===== src/rtl/pipeif_fetch.sv =====
// pipeif_fetch: IF stage owning the PC and IF/ID register, one-outstanding fetch to a variable-latency imem (option: PIPEIF_BACK2BACK_EN).
// Latency: a request issues in REQ; inst/dpc4 load on the edge where the response (or the held word) is accepted.
// Backpressure: we_pc_ir=0 holds PC and IF/ID; a word that returns during the stall is parked in the hold register.
module pipeif_fetch #(
    parameter logic [31:0] RESET_PC = 32'h0000_0000,
    parameter logic [31:0] NOP_WORD = 32'h0000_0000
) (
    input  logic        clk,
    input  logic        clrn,
    input  logic        we_pc_ir,
    input  logic        reset_ir,
    input  logic [1:0]  pcsource,
    input  logic [31:0] bpc,
    input  logic [31:0] jpc,
    input  logic [31:0] ra,
    output logic        imem_req,
    output logic [31:0] imem_addr,
    input  logic [31:0] imem_rdata,
    input  logic        imem_valid,
    output logic [31:0] dpc4,
    output logic [31:0] inst
);

    localparam logic [2:0] S_IDLE = 3'd0;
    localparam logic [2:0] S_REQ  = 3'd1;
    localparam logic [2:0] S_WAIT = 3'd2;
    localparam logic [2:0] S_HOLD = 3'd3;
    localparam logic [2:0] S_KILL = 3'd4;

    logic [2:0]  state;
    logic [2:0]  state_nxt;
    logic [31:0] pc;
    logic [31:0] pc_nxt;
    logic [31:0] pc_inc;
    logic [31:0] target;
    logic [31:0] hold_dat;
    logic [31:0] word_dat;
    logic        redirect;
    logic        accept;
    logic        word_avail;
    logic        hold_load;
    logic        b2b_issue;

    assign pc_inc     = pc + 32'd4;
    assign redirect   = we_pc_ir & (pcsource != 2'b00);
    assign accept     = we_pc_ir & ~reset_ir & ~redirect;
    assign word_avail = ((state == S_WAIT) & imem_valid) | (state == S_HOLD);
    assign word_dat   = (state == S_HOLD) ? hold_dat : imem_rdata;
    assign hold_load  = (state == S_WAIT) & ~we_pc_ir & imem_valid;

`ifdef PIPEIF_BACK2BACK_EN
    // Overlap the next fetch with the response being accepted; not from HOLD.
    assign b2b_issue = (state == S_WAIT) & accept & imem_valid;
`else
    assign b2b_issue = 1'b0;
`endif

    assign imem_req  = ((state == S_REQ) & ~redirect) | b2b_issue;
    assign imem_addr = b2b_issue ? pc_inc : pc;

    always_comb begin
        target = pc;
        case (pcsource)
            2'b01:   target = bpc;
            2'b10:   target = ra;
            2'b11:   target = jpc;
            default: target = pc;
        endcase
    end

    always_comb begin
        pc_nxt = pc;
        if (redirect)
            pc_nxt = target;
        else if (accept & word_avail)
            pc_nxt = pc_inc;
    end

    always_comb begin
        state_nxt = state;
        case (state)
            S_IDLE: state_nxt = S_REQ;
            S_REQ:  state_nxt = redirect ? S_REQ : S_WAIT;
            S_WAIT: begin
                // A redirect with nothing back yet leaves a stale response in flight.
                if (redirect)
                    state_nxt = imem_valid ? S_REQ : S_KILL;
                else if (!we_pc_ir) begin
                    if (imem_valid)
                        state_nxt = S_HOLD;
                end else if (imem_valid)
                    state_nxt = b2b_issue ? S_WAIT : S_REQ;
            end
            S_HOLD: if (we_pc_ir) state_nxt = S_REQ;
            S_KILL: if (imem_valid) state_nxt = S_REQ;
            default: state_nxt = S_IDLE;
        endcase
    end

    always_ff @(posedge clk or negedge clrn) begin
        if (!clrn) begin
            state    <= S_IDLE;
            pc       <= RESET_PC;
            hold_dat <= '0;
            inst     <= NOP_WORD;
            dpc4     <= '0;
        end else begin
            state <= state_nxt;
            pc    <= pc_nxt;
            if (hold_load)
                hold_dat <= imem_rdata;
            if (we_pc_ir) begin
                if (accept & word_avail) begin
                    inst <= word_dat;
                    dpc4 <= pc_inc;
                end else begin
                    inst <= NOP_WORD;
                    dpc4 <= '0;
                end
            end
        end
    end

endmodule


===== config.mk =====
export PLATFORM = sky130hd
export DESIGN_NAME = pipeif_fetch
export DESIGN_NICKNAME = d
export VERILOG_FILES = /design/src/rtl/pipeif_fetch.sv
export SDC_FILE = /design/constraint.sdc
export NUM_CORES = 1
export LEC_CHECK = 0
export BUFFER_PORTS_ARGS = -buffer_cell sky130_fd_sc_hd__buf_2
export CAP_MARGIN = 15
export CORE_UTILIZATION = 30
export DETAILED_ROUTE_END_ITERATION = 12
export MAX_ROUTING_LAYER = met4
export PLACE_DENSITY = 0.62
export SYNTH_ARGS = -nofsm -noshare
export SYNTH_HDL_FRONTEND = slang
export SYNTH_SLANG_ARGS = --single-unit

===== constraint.sdc =====
create_clock -name clk -period 5 [get_ports clk]
set_input_delay 0.25 -clock clk [delete_from_list [all_inputs] [get_ports clk]]
set_output_delay 0.25 -clock clk [all_outputs]
set_load 0.005 [all_outputs]

# [Yosys cells after proc, flatten, opt, wreduce, memory -nomap -nowiden]
# Cells that the tools add are included.
[word_totals] out_inout_bits=97 inputBits=135 wordCells=47 ff_bits=131 ram_bits=0 latch_bits=0 mem_bits_ro=0 n_memories=0
[op_classes] n_bitwise=12 div_mod_pow=0 n_mul=0 n_shift=0 addsub=1 n_eq_ne=10 mux=14 order_cmp=0 n_reduce_logical=5
[ops] cell="two-way mux 32 bit" count=5
[ops] cell="case mux 32 bit (3 select lines)" count=1
[ops] cell="adder 32 x 3 -> 32 bit, second input constant" count=1
[ops] cell="two-way mux 3 bit" count=6
[ops] cell="case mux 3 bit (5 select lines)" count=1
[ops] cell="AND 1 bit" count=8
[ops] cell="== test 3 x 2 -> 1 bit, second input constant" count=2
[ops] cell="== test 2 bit, second input constant" count=2
[ops] cell="!= test 4 x 1 -> 1 bit, second input constant" count=1
[ops] cell="!= test 4 bit, second input constant" count=1
[ops] cell="AND reduction 2 bit" count=2
[ops] cell="nonzero test 2 bit" count=2
[ops] cell="== test 3 x 1 -> 1 bit, second input constant" count=1
[ops] cell="== test 3 bit, second input constant" count=1
[ops] cell="zero test 3 bit" count=1
[ops] cell="inverter 1 bit" count=3
[ops] cell="== test 2 x 1 -> 1 bit, second input constant" count=1
[ops] cell="two-way mux 2 bit" count=1
[ops] cell="!= test 2 bit, second input constant" count=1
[ops] cell="OR 1 bit" count=1

# [Logic depth before layout (Yosys ltp)]
[logic_depth] word_depth=7 depth_mapped=9 depth_no_buf=6

# [Worst setup path after synthesis]
# Ideal clock, no wire load.
[synth_path] kind="reg-to-reg" startpoint="register pc[2] (netlist: imem_addr[2])" endpoint="register pc[28] (netlist: imem_addr[28])" n_path_buf=0 period_less_slack_ns=2.361 setup_ns=0.124 t_arrival_ns=2.237 path_slack_ns=2.639 path_stages_with_launch=7 required_time_ns=4.876 cell_sequence="dfrtp_1 ha_1 nand3_1 or4_1 nor4_1 o21ai_0 a211o_1"
[synth_between] elab_chain_cells=3
[synth_rtl] element="start, declared" line="32" rtl="logic [31:0] pc;"
[synth_rtl] element="start signal, assigned" line="109" rtl="pc <= pc_nxt;"
[synth_rtl] element="adder 32 x 3 -> 32 bit" line="44" rtl="assign pc_inc = pc + 32'd4;"
[synth_rtl] element="two-way mux 32 bit" line="75" rtl="else if (accept & word_avail)"
[synth_rtl] element="two-way mux 32 bit" line="73" rtl="if (redirect)"
# No other way between the ends. The select of a mux whose other input is x is not followed.
# A chain may end at the register's enable or synchronous reset.

# [Worst setup path after layout]
[layout_path] startpoint="input port pcsource[1]" endpoint="register pc[5] (netlist: imem_addr[5])"
[layout_between] elab_chain_cells=7 elab_cells_between_ends=13 classes_between="eq/ne (4); mux (2); bitwise (4); reduce/logical (3)"
[layout_rtl] element="start, declared" line="12" rtl="input logic [1:0] pcsource,"
[layout_rtl] element="nonzero test 2 bit" line="45" rtl="assign redirect = we_pc_ir & (pcsource != 2'b00);"
[layout_rtl] element="AND 1 bit" line="45"
[layout_rtl] element="inverter 1 bit" line="46" rtl="assign accept = we_pc_ir & ~reset_ir & ~redirect;"
[layout_rtl] element="AND 1 bit" line="46"
[layout_rtl] element="AND 1 bit" line="75"
[layout_rtl] element="nonzero test 2 bit (no source line)"
[layout_rtl] element="AND reduction 2 bit (no source line)"
# Parallel ways exist; a longest one is shown, timed or not.

==> flow_summary.yaml <==
global_routing:
  grt_first_pass_wirelength_mm: 33.80
  grt_pass1_vias: 5983
  grt_use_total: 0.1925
  grt_max_degree: 82
  antenna_found_initial: 4
  grt_overflow: 0
layout:
  fillCellCount: 2193
  drive_gt1_frac: 0.3881
  nets: 963
  design_area_um2: 8775
  area_delta_synth_final_pct: 30.06
setup_path:
  crit_fanout: 48
  critPathLaunchType: "input port"
  critical_path_class: "in2reg"
  cp.buffers_inverters: 2
  cpLargestDelayFamily: "simple AND/OR/NAND/NOR gates"
  crit_arrival_ps: 3220
  r2r_start: "imem_addr[2]"
  critical_path.startpoint: "pcsource[1]"
  critPathCaptureType: "register"
  r2r_end: "imem_addr[28]"
  reg2reg_depth: 6
  timing.critical_path.slowest_cell_delay_ps: 820
  crit_chain: "buf_2, or4b_1, or3_2, buf_4, or3_1, a32oi_1, a21o_1"
  cpMaxStageDelayCell: "or3_2"
  r2r_slack_ps: 2230
  required_ps: 5360
min_path:
  hp-start: "imem_rdata[12]"
  hold_end: "hold_dat[12]"
  hp-class: "in2reg"
  hold_depth: 2
floorplanning:
  dieArea_um2: 23090
  start_util: 0.3072
  die_h_um: 152.0
  core-area_um2: 21960
  fp.dieW_um: 152.0
  boundaryPins: 232
  rows: 54
run_status:
  failed_checks: "DRC"
  outcome: "complete, but fails checks"
sta:
  slew_violations: 0
  worstMarginPinSlew_ps: 989.8
  setup_tns_ps: 0
  period_needed_ps: 2861
  fin_skew_ps: 18.60
  finalHoldViolCount: 0
  finalSetupViolCount: 0
  maxSlewHeadroom: 0.3388
  min_period_over_period: 0.5721
  rsz0062_at_grt: "false"
  max_clock_freq_ghz: 0.3496
cts:
  cts.htree.levels: 4
  root_buffer: "clkbuf_16"
  cts-buffers-inserted: 17
  cts_resized: 0
  cts_post_setup_buffers_inserted: 0
  clk_latency_ps: 430
  clockBufferDepth: 2
  clkTransAtPathRegs_ps: 70
  cts_tree: "done"
  cts_sinks: 131
logic_synthesis:
  syn_nets: 747
  synth_area_um2: 6746
  synth_compound_area_frac: 0.1962
  avgSynthCellArea_um2: 11.04
  yosys_register_bits: 131
  synth_adder_area_share: 0.001855
  syn-instance-count: 611
  synthMuxAreaShare: 0.1506
  synth_edf_count: 0
  synth-simple-area-share: 0.1001
  synth_top_family_by_area: "compound AO/OA/AOI/OAI gates"
  ys_seq_area_frac: 0.4859
  yosysUniqueCellTypes: 52
  synth-xor-area-share: 0.03505
  ys.warnings.count: 0
  synthArstFlopShare: 1.000
  synth_ff_type: "dfrtp_1"
drt:
  wire_per_inst_um: 18.91
  drtIter0Drc: 414
  viasPerCell: 5.316
  firstDrtPassIters: 9
  ant_nets: 0
  drc: 30
  vias: 5975
  wl_mm: 21.26
power:
  vdd_drop_max_mv: 0.2832
  leakage_uw: 0.004278
  p_per_area_nw_per_um2: 389.4
  p_total_uw: 3417
place:
  port_buffers: 231
  placed_cell_area_um2: 8173
  dpl.hpwl_mm: 14.95
  gp_congestion: 0.8364
job:
  drv_cap: 0
==> state kept, by name, summed over array words and instances, names as in the netlist <==
signal and count:
dpc4 32, hold_dat 32, imem_addr 32, inst 32, state 3
==> cells in the mapped netlist (9+ instances only) <==
cell type | number | share of area
dfrtp_1 | 131 | 0.49
mux2i_1 | 52 | 0.077
mux2_2 | 44 | 0.073
o2bb2ai_1 | 42 | 0.055
clkbuf_1 | 36 | 0.020
nand2_1 | 33 | 0.018
o21ai_0 | 30 | 0.022
nor2_1 | 28 | 0.016
a22o_1 | 26 | 0.034
a21oi_1 | 16 | 0.012
xnor2_1 | 16 | 0.021
nand3_1 | 12 | 0.0089
and3_1 | 11 | 0.010
xor2_1 | 11 | 0.014
a211oi_1 | 9 | 0.010
==> routing by layer <==
metal	track usage	part of all wire	wire length (um)
met1	0.2447	0.44	9389
met2	0.2987	0.47	9998
met3	0.05676	0.073	1559
met4	0.05005	0.015	311
met5	-	0	0
==> cell type report <==
cell class	instances	area, um2	share of cell area
multi-input combinational	429	3281	0.3739
clock buffer	18	439.2	0.05005
antenna	4	10.01	0.001141
inverter	5	18.77	0.002139
tap	280	350.3	0.03993
timing repair buffer	243	1255	0.1430
sequential	131	3278	0.3736
clock inverter	14	142.6	0.01626
==> stage by stage <==
step	hold slack, ps	util	setup slack [ps]	cells
after floorplan	-45.59	-	2639	611
after global placement	362.8	0.3722	1742	1087
after detailed placement	357.9	0.3722	1700	1087
after CTS	56.58	0.3991	2150	1120
after global routing	56.86	0.3996	1966	1124
final	69.02	0.3996	2139	1124
==> logic make-up after synthesis <==
family / after synthesis
AO/OA/AOI/OAI: 175
XOR/XNOR: 27
adder cells (fa/ha/maj): 1
buffers and inverters: 51
flip-flops: 131
multiplexers: 96
AND/OR/NAND/NOR: 130
==> report_power, final <==
part           leakage (uW)  switching (uW)  internal [uW]
logic               0.00232             371            392
registers           0.00168             156           1260
clock network      0.000277             527            713
total               0.00428            1050           2360
==> cells in the final DEF (no fill, tap or decap), types with 4 or more instances in the layout <==
cell type / count
dfrtp_1: 131
and3_1: 11
nor3_1: 6
a22o_1: 26
buf_2: 230
mux2i_1: 52
diode_2: 4
a21o_1: 4
o32a_1: 5
nand3_1: 12
o22ai_1: 4
nor4_1: 4
inv_1: 4
xnor2_1: 16
inv_6: 7
o2bb2ai_1: 42
nand4_1: 7
nand2b_1: 4
clkbuf_16: 17
a21oi_1: 16
nor2_1: 28
o311ai_0: 5
a211oi_1: 9
and4_1: 4
a22oi_1: 5
o21ai_0: 30
o31ai_1: 4
a221o_1: 5
and2_1: 4
buf_4: 11
nand2_1: 33
o211ai_1: 6
mux2_2: 44
xor2_1: 11
==> worst max path at each step <==
| stage | end | cells after the start |
|---|---|---|
| final | imem_addr[5] | 7 |
| after CTS | imem_addr[5] | 7 |
| after global routing | imem_addr[5] | 7 |
| after floorplan | imem_addr[28] | 6 |
| after global placement | imem_addr[5] | 7 |
| after detailed placement | imem_addr[5] | 7 |
==> repair_timing <==
item,CTS,global route
setup endpoints to repair,0,0
hold buffers,1,0
hold endpoints to repair,80,0
No activity file was read; power rests on OpenSTA's default activity.
